[src/rtl/mem_port_arbiter_pkg.sv]
// mem_port_arbiter_pkg
//   Types shared by the block-RAM port arbiter.
//   arb_state_t : port ownership state (no owner, owned by requester 0 or 1)
package mem_port_arbiter_pkg;

  typedef enum logic [1:0] {
    ST_IDLE = 2'd0,
    ST_OWN0 = 2'd1,
    ST_OWN1 = 2'd2
  } arb_state_t;

endpackage : mem_port_arbiter_pkg

[src/rtl/mem_port_arbiter.sv]
// mem_port_arbiter
//   Shares one port of the 1024x16 dual-port block RAM between requester 0
//   (CPU data path) and requester 1 (peripheral / display fetch). Arbitration
//   is round-robin with a bounded burst: an owner keeps the port for at most
//   BURST_MAX consecutive grants while the other side is waiting.
//
// Ports
//   clk, rst_n                  clock, asynchronous active-low reset
//   req*/we*/addr*/wdata*       requester inputs; req held until granted
//   gnt*                        combinational grant (transfer on req & gnt)
//   rvalid*/rdata*              read return, valid 1 cycle after the grant
//   ram_we/ram_addr/ram_wdata   muxed RAM port controls
//   ram_rdata                   registered RAM read data
module mem_port_arbiter
  import mem_port_arbiter_pkg::*;
#(
  parameter int AW        = 10,
  parameter int DW        = 16,
  parameter int BURST_MAX = 4
) (
  input  logic          clk,
  input  logic          rst_n,
  input  logic          req0,
  input  logic          we0,
  input  logic [AW-1:0] addr0,
  input  logic [DW-1:0] wdata0,
  input  logic          req1,
  input  logic          we1,
  input  logic [AW-1:0] addr1,
  input  logic [DW-1:0] wdata1,
  output logic          gnt0,
  output logic          gnt1,
  output logic          rvalid0,
  output logic          rvalid1,
  output logic [DW-1:0] rdata0,
  output logic [DW-1:0] rdata1,
  output logic          ram_we,
  output logic [AW-1:0] ram_addr,
  output logic [DW-1:0] ram_wdata,
  input  logic [DW-1:0] ram_rdata
);

  // beat_cnt must hold 0..BURST_MAX inclusive.
  localparam int            CW       = $clog2(BURST_MAX + 1);
  localparam logic [CW-1:0] BEAT_MAX = CW'(BURST_MAX);

  arb_state_t    state_q, state_d;
  logic [CW-1:0] beat_q, beat_d;
  logic          last_q, last_d;
  logic          win_valid;
  logic          win_id;

  // Returns {valid, id}. With both requesting, the current owner keeps the
  // port until its burst is used up; from IDLE the previous loser goes first.
  function automatic logic [1:0] pick_winner(
    input logic          r0,
    input logic          r1,
    input arb_state_t    st,
    input logic [CW-1:0] beat,
    input logic          last
  );
    logic [1:0] res;
    res = 2'b00;
    if (r0 && r1) begin
      unique case (st)
        ST_OWN0: res = {1'b1, (beat < BEAT_MAX) ? 1'b0 : 1'b1};
        ST_OWN1: res = {1'b1, (beat < BEAT_MAX) ? 1'b1 : 1'b0};
        default: res = {1'b1, ~last};
      endcase
    end else if (r0) begin
      res = 2'b10;
    end else if (r1) begin
      res = 2'b11;
    end
    return res;
  endfunction

  // NOTE: every signal assigned here gets a default first, so no path
  // through the block leaves a value unassigned and no latch is inferred.
  always_comb begin
    state_d              = state_q;
    beat_d               = beat_q;
    last_d               = last_q;
    {win_valid, win_id}  = pick_winner(req0, req1, state_q, beat_q, last_q);

    if (win_valid) begin
      last_d = win_id;
      if (state_q == (win_id ? ST_OWN1 : ST_OWN0)) begin
        // Saturate so an uncontested owner can stream indefinitely.
        beat_d = (beat_q == BEAT_MAX) ? beat_q : beat_q + CW'(1);
      end else begin
        state_d = win_id ? ST_OWN1 : ST_OWN0;
        beat_d  = CW'(1);
      end
    end else begin
      state_d = ST_IDLE;
      beat_d  = '0;
    end
  end

  // Grants are forced low while reset is asserted, independent of the clock.
  assign gnt0 = rst_n & win_valid & ~win_id;
  assign gnt1 = rst_n & win_valid &  win_id;

  // With no grant the port shows requester 0's inputs and never writes.
  assign ram_we    = (gnt0 & we0) | (gnt1 & we1);
  assign ram_addr  = gnt1 ? addr1  : addr0;
  assign ram_wdata = gnt1 ? wdata1 : wdata0;

  // The RAM output is already registered, so it passes straight through.
  assign rdata0 = ram_rdata;
  assign rdata1 = ram_rdata;

  // NOTE: sequential state uses non-blocking assignments so every register
  // samples the pre-edge value of the others, regardless of statement order.
  always_ff @(posedge clk or negedge rst_n) begin
    if (!rst_n) begin
      state_q <= ST_IDLE;
      beat_q  <= '0;
      last_q  <= 1'b1;  // requester 0 wins the first contest
      rvalid0 <= 1'b0;
      rvalid1 <= 1'b0;
    end else begin
      state_q <= state_d;
      beat_q  <= beat_d;
      last_q  <= last_d;
      rvalid0 <= gnt0 & ~we0;
      rvalid1 <= gnt1 & ~we1;
    end
  end

endmodule : mem_port_arbiter
[config.mk]
export PLATFORM = sky130hd
export DESIGN_NAME = mem_port_arbiter
export DESIGN_NICKNAME = d
export VERILOG_FILES = /design/src/rtl/mem_port_arbiter_pkg.sv /design/src/rtl/mem_port_arbiter.sv
export SDC_FILE = /design/constraint.sdc
export NUM_CORES = 1
export LEC_CHECK = 0
export BUFFER_PORTS_ARGS = -buffer_cell sky130_fd_sc_hd__clkbuf_2
export CORE_UTILIZATION = 30
export DETAILED_ROUTE_END_ITERATION = 10
export PLACE_DENSITY = 0.77
export SLEW_MARGIN = 10
export SYNTH_ARGS = -nofsm -noshare
export SYNTH_HDL_FRONTEND = slang
export SYNTH_SLANG_ARGS = --single-unit
[constraint.sdc]
create_clock -name clk -period 1.8 [get_ports clk]
set_input_delay 0.27 -clock clk [delete_from_list [all_inputs] [get_ports clk]]
set_output_delay 0.27 -clock clk [all_outputs]
set_load 0.01 [all_outputs]
Word level (Yosys, flattened, before mapping):

Cells that the tools add are included.

* input port bits: 74
* word-level logic and storage cells: 40
* output and inout bits: 63
* flip-flop bits (word level): 8

* magnitude comparators: 1
* $add $sub $neg: 1
* reduce and logical (&&, ||, !) cells: 1
* mux-type cells: 14
* bitwise operators: 12
* equality and inequality tests: 6

Operators by type and width (number)
* 16-bit two-way mux: 1
* 2-bit two-way mux: 6
* 10-bit two-way mux: 1
* 3-bit two-way mux: 3
* 1-bit bitwise AND: 7
* 1-bit NOT: 4
* 3-bit by 1-bit adder with 3-bit output, second input constant: 1
* 3-bit == test, second input constant: 1
* 3-bit < comparator, second input constant: 1
* 3-bit inequality test, second input constant: 1
* 2-bit by 1-bit == test with 1-bit output, second input constant: 1
* 2-bit == test: 1
* 2-bit == test, second input constant: 1
* 1-bit two-way mux: 2
* 2-bit inequality test, second input constant: 1
* 1-bit case mux with 2 select lines: 1
* 1-bit logical AND: 1
* 1-bit OR: 1

Logic depth before layout (Yosys ltp):

Gate-level depths: netlist of run 1.

* word-level depth: 8
* gate-level depth with buffers: 8

Least setup slack after synthesis of run 1:

No wires, ideal clock.

* kind: reg-to-output
* from: register state_q[0]
* to: output port ram_wdata[10]
* data arrival time: 1.751 ns
* slack: -0.221 ns
* cell stages (with the launch flop): 9
* path through: dfrtp_1 > inv_1 > ha_1 > nand2b_1 > o211ai_4 > inv_4 > nand2_8 > buf_8 > mux2_4

* cells in the longest elaborated chain, start to end: 5

RTL lines
* start: declaration: line mem_port_arbiter.sv:47 `arb_state_t state_q, state_d;`
* start signal: assignment: line mem_port_arbiter.sv:124 `state_q <= state_d;`
* 2-bit == test / 2-bit by 1-bit == test with 1-bit output (equally long branches): line mem_port_arbiter.sv:65 `unique case (st)`
* 1-bit case mux with 2 select lines (*): line mem_port_arbiter.sv:65
* 2-bit two-way mux (*): line mem_port_arbiter.sv:64 `if (r0 && r1) begin`
* 1-bit bitwise AND (*): line mem_port_arbiter.sv:103 `assign gnt1 = rst_n & win_valid & win_id;`
* 16-bit two-way mux (*): line mem_port_arbiter.sv:108 `assign ram_wdata = gnt1 ? wdata1 : wdata0;`
* end: declaration: line mem_port_arbiter.sv:39 `output logic [DW-1:0] ram_wdata,`

Mark *: on every way between the ends. The rest lies on a longest branch, timed or not.

Worst setup path after layout of run 1:

* from: register state_q[1]
* to: output port ram_we

* cells in the longest elaborated chain, start to end: 7

RTL lines
* 2-bit == test / 2-bit by 1-bit == test with 1-bit output (equally long branches): line mem_port_arbiter.sv:65
* 1-bit case mux with 2 select lines (*): line mem_port_arbiter.sv:65
* 2-bit two-way mux (*): line mem_port_arbiter.sv:64
* 1-bit NOT: line mem_port_arbiter.sv:102 `assign gnt0 = rst_n & win_valid & ~win_id;`
* 1-bit bitwise AND: line mem_port_arbiter.sv:102
* 1-bit bitwise AND: line mem_port_arbiter.sv:106 `assign ram_we = (gnt0 & we0) | (gnt1 & we1);`
* 1-bit OR (*): line mem_port_arbiter.sv:106
* end: declaration: line mem_port_arbiter.sv:37 `output logic ram_we,`

Marked as above.

==> results.cfg, run 1 <==
[synth]
synth_edf_count = 0
yosysUniqueCellTypes = 28
synth_top_flop_cell = dfrtp_1
synth_mux_area_frac = 0.3362
ys_seq_area_frac = 0.1758
synthAdderAreaFrac = 0.04367
syn_inst = 112
syn_area_per_cell_sq_um = 10.23
synth-xor-area-share = 0.007642
synth_compound_area_frac = 0.07096
synth_top_family_by_area = multiplexers
yosys_register_bits = 8
syn-cell-area_sq_um = 1146
synth_nets = 190
synth-async-reset-ratio = 1.000
ys_warn_count = 0
synthSimpleGateAreaFrac = 0.09716

[placed_design]
dp_slack_ns = -0.3766
dpl.hpwl_mm = 2.101
gp_congestion = 0.7947
placed_cells = 220
port_buffers = 88

[critical_path]
cp_top_family = buffers and inverters
slowest_delay_ns = 0.40
crit_chain = inv_1 -> ha_2 -> mux2_4 -> o211ai_4 -> inv_6 -> buf_6 -> a22o_1 -> and2_1 -> clkbuf_2
critical-path-slowest-cell = dfrtp_1
crit_path_max_fanout = 5
critPathCaptureType = output pin
r2r_cells = 9
worst_ep_arrival_time_ns = 2.09
path_buf_inv = 4
regToRegSetupSlack_ns = -0.05
crit_end = ram_we
critPathKind = reg2out
critPathLaunchType = flop
reg2reg_from = state_q[1]
path_depth = 9
worst_r2r_endpoint = beat_q[0]
crit_start = state_q[1]
cp.required_ns = 1.53

[sta]
rsz0062_at_grt = true
slew_headroom = 0.7479
slew_viol_final = 0
fmax_ghz = 0.4230
max_slew.worst_pin.slew_ns = 0.3781
finalSetupViolations = 30
fin_ws_ns = -0.5641
whs_ns = 0.1978
fin_crit_ns = 2.364
hold_viol_final = 0
finClkSkew_ns = 0.001791
period_share = 1.313

[die]
die_w_um = 63.81
die_area_sq_um = 4072
start_util = 0.3131
ioPinCount = 137
core_sq_um = 3661
die_h_um = 63.81
rows = 22

[pwr]
p_per_area_nw_per_um2 = 668.8
max-vdd-ir-drop_mv = 0.2293
p_total_mw = 1.064
leakage_nw = 0.9220

[clock_tree]
clk_pin_slew_ns = 0.04
clk_latency_ns = 0.23
h-tree-depth = 1
cts_made_buffers = 3
clk_path_buf_depth = 2
root_buffer = clkbuf_8
cts_tree = yes
cts-hold-fix-buffers = 0
clkSinkCount = 8

[global_route]
antenna_found_initial = 0
grt_max_degree = 15
grt_usage = 0.1186
grt_overflow = 0
first_global_vias = 818
grt_pass1_wl_mm = 3.726

[route]
drt_iter0_drc = 27
wirelength_mm = 2.666
viasPerCell = 4.341
firstDrtPassIters = 4
wl_per_cell_um = 11.49
drc = 0
ant_nets = 0
vias = 1007

[finish]
final_common_cell = clkbuf_2
drive_gt1_frac = 0.7717
final_cell_mix = clkbuf_2 (87), mux2_4 (20), buf_4 (10)
nNetsFinal = 263
syn2layout_area_growth_pct = 38.76
n_antenna_cell = 0
fin_cells = 232

[job]
max-cap-violations = 0

[hold_path]
min-delay-path-class = in2reg

[outcome]
status = finished, violations left
violations = setup timing
## how the worst min path moves through the flow
stage / from / to / slack [ns] / depth (start not counted)
after detailed placement: rst_n / beat_q[0] / 0.29 / 2
after global routing: we1 / rvalid1 / 0.21 / 2
final: we1 / rvalid1 / 0.20 / 2
after CTS: rst_n / rvalid1 / 0.16 / 2
after global placement: rst_n / beat_q[0] / 0.30 / 2
after floorplan: rst_n / beat_q[0] / -0.03 / 0
## what timing repair did
item / 4_1_cts / 5_1_grt
resized for setup: 6 / 4
endpoints found under the setup margin: 29 / 30
pin swaps: 4 / 2
gates cloned: 1 / 2
buffers inserted: 3 / 3
## metal layers
metal  GRT usage  share of wire  vias to the layer above
li1            -              -                      502
met1      0.1564           0.44                      465
met2      0.1822           0.49                       38
met3     0.03214          0.066                        2
met4     0.04545         0.0071                        0
met5           0              0                        -
## worst register-to-register path, stage by stage, from the launching register on
cell      delay (ns)
dfrtp_1         0.40
inv_1           0.08
ha_2            0.18
mux2_4          0.27
o211ai_4        0.22
inv_6           0.11
buf_6           0.14
buf_4           0.13
nor3_2          0.14
a211oi_1        0.06
## where the power goes
group / switching (mW) / total (mW) / internal (mW) / leakage [nW]
Sequential: 0.0182 / 0.228 / 0.209 / 0.101
Combinational: 0.270 / 0.601 / 0.331 / 0.799
Clock: 0.0807 / 0.235 / 0.154 / 0.0228
Total: 0.368 / 1.06 / 0.695 / 0.922
## per-stage QoR
step | utilization | instance area (sq um) | TNS [ns]
6_report | 0.4344 | 1590 | -15.43
5_1_grt | 0.4344 | 1590 | -18.00
4_1_cts | 0.4211 | 1541 | -15.02
3_5_place_dp | 0.3910 | 1431 | -9.140
3_3_place_gp | 0.3910 | 1431 | -8.754
2_1_floorplan | - | 1161 | -3.346
## synthesized netlist by cell type (4+ instances only)
library cell  count  share of area
mux2_4           19           0.25
nand2_1           5          0.016
dfrtp_1           7           0.15
mux2_2            8          0.079
inv_1             7          0.023
buf_4            32           0.21
nor2_1            5          0.016
ha_1              4          0.044
## registers in the layout, summed over array words and instances, names as in the netlist
register / count
rvalid1: 1
rvalid0: 1
state_q: 2
beat_q: 3
last_q: 1
## layout make-up
class / count / area (sq um)
inverter: 8 / 35.03
sequential: 8 / 201.4
clock buffer: 4 / 45.04
tap: 48 / 60.06
timing repair buffer: 99 / 526.8
fill: 356 / 2071
multi-input combinational: 65 / 721.9
## cell families (layout without fill, tap and decap cells)
logic type,count (synthesis),after routing
buf+inv,42,111
mux,28,28
simple gates,20,23
compound gates,9,9
flops,8,8
fa+ha+maj,4,4
xor+xnor,1,1
Note: power is estimated with default switching activity, not from simulation.
==> run 2: changes to the inputs <==
==> constraint.sdc (replaced) <==
create_clock -name clk -period 1.8 [get_ports clk]
set_input_delay 0.27 -clock clk [delete_from_list [all_inputs] [get_ports clk]]
set_output_delay 0.27 -clock clk [all_outputs]
set_load 0.05 [all_outputs]
==> run 2 against run 1 <==
Effect of this change:
- the run still ends with setup timing left
- hold slack improved by 0.00073 ns
- core utilization increased by 8.4 points
- sequential share of layout area down 2.1 points
- fmax shrank 2.3%
- via count is 3.7% higher
- worst setup slack worse by 0.055 ns
- global-route usage up 2.9 points
- cell area rose by 19%
- combinational power increased by 64%
- clock power rose by 2%
==> results.cfg, run 2 (synthesis gave the netlist of run 1 again) <==
[route]
viasPerCell = 4.462
drc = 0
firstDrtPassIters = 4
ant_nets = 0
vias = 1044
wirelength_mm = 3.229
drt_iter0_drc = 42
wl_per_cell_um = 13.80

[pwr]
leakage_nw = 1.054
p_per_area_nw_per_um2 = 764.1
p_total_mw = 1.451
max-vdd-ir-drop_mv = 0.2394

[clock_tree]
clk_pin_slew_ns = 0.04
clk_path_buf_depth = 2
root_buffer = clkbuf_8
clk_latency_ns = 0.24
h-tree-depth = 1
clkSinkCount = 8
cts_made_buffers = 3
cts_tree = yes

[global_route]
grt_overflow = 0
antenna_found_initial = 0
grt_pass1_wl_mm = 4.650
grt_usage = 0.1479
grt_max_degree = 15
first_global_vias = 1018

[critical_path]
path_buf_inv = 4
critical-path-slowest-cell = dfrtp_1
critPathCaptureType = output pin
regToRegSetupSlack_ns = 0.04
worst_r2r_endpoint = beat_q[1]
critPathKind = reg2out
worst_ep_arrival_time_ns = 2.15
crit_path_max_fanout = 4
slowest_delay_ns = 0.41
cp.required_ns = 1.53
critPathLaunchType = flop
crit_chain = inv_2 -> ha_2 -> mux2_4 -> o211ai_4 -> inv_6 -> buf_4 -> a22o_1 -> and2_4 -> clkbuf_16
reg2reg_from = state_q[0]
r2r_cells = 9
cp_top_family = buffers and inverters

[sta]
fin_ws_ns = -0.6187
slew_headroom = 0.7741
fin_crit_ns = 2.419
finClkSkew_ns = 0.001224
slew_viol_final = 0
whs_ns = 0.1986
period_share = 1.344
rsz0062_at_grt = true
fmax_ghz = 0.4134
hold_viol_final = 0
max_slew.worst_pin.slew_ns = 0.3389
finalSetupViolations = 29

[placed_design]
dp_slack_ns = -0.4951
place_area_sq_um = 1459
port_buffers = 88
gp_congestion = 0.7574
dpl.hpwl_mm = 2.219

[finish]
n_antenna_cell = 0
nNetsFinal = 265
largest_reg_flops = 3
seq_area_sq_um = 201.4
top_regs = beat_q: 3 flops, state_q: 2 flops
final_cell_mix = clkbuf_2 (59), clkbuf_8 (29), mux2_4 (26)
design_area_sq_um = 1899
syn2layout_area_growth_pct = 65.72
top_register = beat_q
multiInputGateArea_sq_um = 730.7
final_common_cell = clkbuf_2
n_fill_cell = 327
fin_util = 0.5188
drive_gt1_frac = 0.7796

[die]
start_util = 0.3131
die_h_um = 63.81
core_sq_um = 3661
die_area_sq_um = 4072
ioPinCount = 137
rows = 22
die_w_um = 63.81

[outcome]
violations = setup timing
status = finished, violations left

[hold_path]
min_from = we1
min-delay-path-class = in2reg
hold_path_end = rvalid1
min_path_cells = 2

[job]
max-cap-violations = 0
[run 2: where the power goes]
group | internal (mW) | switching [mW]
sequential | 0.209 | 0.0199
clock | 0.155 | 0.0843
combinational | 0.470 | 0.513
total | 0.834 | 0.617
[run 2: repair_timing]
action | CTS | global route
pin swaps | 2 | 2
setup buffers | 5 | 1
gates cloned | 2 | 0
endpoints found under the setup margin | 29 | 30
resized for setup | 73 | 2
hold buffers | 0 | 0
[run 2: cell type report]
class / instances / share of cell area
well taps: 48 / 0.03162
clock buffers: 4 / 0.02372
repair buffers: 102 / 0.4354
flip-flops and latches: 8 / 0.1061
inverters: 8 / 0.01845
multi-input cells: 64 / 0.3847
[run 2: worst max-delay path by stage]
| stage | from | endpoint | slack [ns] | cells past startpoint |
|---|---|---|---|---|
| floorplan | state_q[1] | ram_wdata[10] | -0.23 | 8 |
| global placement | state_q[1] | ram_wdata[12] | -0.46 | 8 |
| detailed placement | state_q[1] | ram_wdata[12] | -0.50 | 8 |
| finish | state_q[1] | ram_we | -0.62 | 9 |
| CTS | state_q[1] | ram_we | -0.61 | 9 |
| global route | state_q[1] | ram_we | -0.71 | 9 |
[run 2: per-layer routing]
| metal | track usage | up-vias | part of all wire |
|---|---|---|---|
| met5 | 0 | - | 0 |
| met4 | 0.03409 | 0 | 0.0084 |
| met2 | 0.2699 | 38 | 0.53 |
| li1 | - | 502 | - |
| met3 | 0.01607 | 3 | 0.047 |
| met1 | 0.1833 | 501 | 0.41 |
[run 2: through the flow]
stage / TNS (ns) / cells
final: -16.58 / 234
after global routing: -18.70 / 234
after CTS: -16.54 / 233
after detailed placement: -12.54 / 223
after global placement: -11.84 / 223
after floorplan: -5.494 / 112
==> run 3: changes to the inputs <==
- CORE_UTILIZATION: 30 -> 31
- CTS_BUF_LIST: unset -> sky130_fd_sc_hd__clkbuf_2 sky130_fd_sc_hd__clkbuf_4 sky130_fd_sc_hd__clkbuf_8
- PLACE_DENSITY: 0.77 -> 0.79
==> run 3 against run 2 <==
Effect of this change:
- the run still ends with setup timing left
- clock power rose by 5%
- sequential share of layout area fell by 0.14 points
- critical path depth unchanged
- combinational power rose by 4%
- cell area rose by 1.4%
- first-iteration DRC count shrank 57%
- register-to-register slack got worse by 0.03 ns
- total power grew 3.1%
- fmax fell by 0.59%
- worst setup slack lost 0.014 ns
- cell count fell by 1.7%
- clock-buffer cell count unchanged
==> results.cfg, run 3 (synthesis gave the netlist of run 1 again) <==
[outcome]
status = finished, violations left
violations = setup timing

[pwr]
p_clk_frac = 0.168
cell_internal_pwr_uw = 854.6
max-vdd-ir-drop_mv = 0.5633
p_per_area_nw_per_um2 = 777.1
leakage_nw = 1.040
switching_power_uw = 641.9
p_seq_frac = 0.153
p_total_mw = 1.496
p_sw_frac = 0.4289
pwr-share-comb = 0.679

[global_route]
grt_usage = 0.1855
grt_max_degree = 11
grt_overflow = 0
first_global_vias = 1176
grt_pass1_wl_mm = 5.568
antenna_found_initial = 0

[finish]
top_register = beat_q
final_cell_mix = clkbuf_2 (59), clkbuf_8 (30), mux2_4 (27)
fin_util = 0.5594
n_antenna_cell = 0
final_common_cell = clkbuf_2
syn2layout_area_growth_pct = 68.01
drive_gt1_frac = 0.7935
top_regs = beat_q: 3 flops, state_q: 2 flops
nNetsFinal = 263
largest_reg_flops = 3
multiInputGateArea_sq_um = 774.5
seq_area_sq_um = 201.4
n_fill_cell = 291

[route]
vias = 1035
drt_iter0_drc = 18
wirelength_mm = 3.582
firstDrtPassIters = 4
wl_per_cell_um = 15.57
viasPerCell = 4.500
ant_nets = 0
drc = 0

[clock_tree]
cts_tree = yes
h-tree-depth = 1
clkSinkCount = 8
root_buffer = clkbuf_8
cts_made_buffers = 3
clk_pin_slew_ns = 0.05
clk_path_buf_depth = 2
cts-hold-fix-buffers = 0
clk_latency_ns = 0.24

[critical_path]
critPathKind = reg2out
crit_path_max_fanout = 5
cp.required_ns = 1.53
critPathCaptureType = output pin
critPathLaunchType = flop
worst_ep_arrival_time_ns = 2.16

[die]
die_h_um = 62.81
core_sq_um = 3442
ioPinCount = 137
rows = 21
die_w_um = 62.81
die_area_sq_um = 3944
start_util = 0.3330

[sta]
fin_ws_ns = -0.6330
slew_headroom = 0.7051
period_share = 1.352
whs_ns = 0.2088
fin_crit_ns = 2.433
finalSetupViolations = 29
slew_viol_final = 0
max_slew.worst_pin.slew_ns = 0.4423
hold_viol_final = 0
fmax_ghz = 0.4110
finClkSkew_ns = 0.01027
rsz0062_at_grt = true

[hold_path]
min-delay-path-class = in2reg

[placed_design]
dpl.hpwl_mm = 2.526
gp_congestion = 0.7581
port_buffers = 88

[job]
max-cap-violations = 0
run 3: critical path, cell delays in order, from the launching register on:
cell and delay [ns]:
dfrtp_1 0.41, inv_1 0.08, ha_2 0.18, mux2_4 0.28
o211ai_4 0.21, inv_6 0.12, buf_6 0.14, a22o_1 0.21
and2_4 0.14, clkbuf_16 0.16
run 3: per-layer routing:
layer,wire [um],vias to the layer above,global-route usage
met5,0,-,0
met4,78,0,0.08721
met3,201,11,0.03285
met2,2002,41,0.3655
met1,1300,488,0.1837
li1,-,495,-
run 3: metrics by stage:
stage	setup slack, ns	cell area [sq um]	setup TNS, ns	std cells
finish	-0.6330	1926	-17.06	230
global route	-0.7015	1926	-19.21	230
CTS	-0.6481	1921	-17.62	230
detailed placement	-0.4853	1456	-12.75	221
global placement	-0.4403	1456	-11.52	221
floorplan	-0.2323	1166	-5.494	112
run 3: final timing paths:
check                            from    endpoint  slack (ns)  cells past startpoint
max in group asynchronous       rst_n      last_q        1.25                      2
min reg2reg                 beat_q[1]   beat_q[1]        0.60                      2
max                        state_q[1]      ram_we       -0.63                      9
max reg2reg                state_q[1]   beat_q[0]        0.01                      8
min                               we1     rvalid1        0.21                      2
min in group asynchronous       rst_n  state_q[1]        0.32                      2
run 3: cell type report:
type / count / share of cell area
repair buffers: 99 / 0.4198
clock buffers: 4 / 0.02534
well taps: 46 / 0.02989
multi-input cells: 65 / 0.4022
flip-flops and latches: 8 / 0.1046
inverters: 8 / 0.01819
run 3: timing repair:
item                                    in CTS  in global routing
pin swaps                                    4                  2
cloned                                       3                  0
endpoints found under the hold margin        0                  0
setup buffers                                3                  0
gates resized for setup                     82                  2
endpoints found under the setup margin      30                 32
run 3: power groups by stage:
stage	logic (mW)	registers, mW	clock network (mW)
floorplan	0.754	0.239	0
global placement	0.757	0.229	0
detailed placement	0.770	0.231	0
CTS	1.01	0.229	0.257
global route	1.07	0.233	0.268
finish	1.02	0.230	0.251
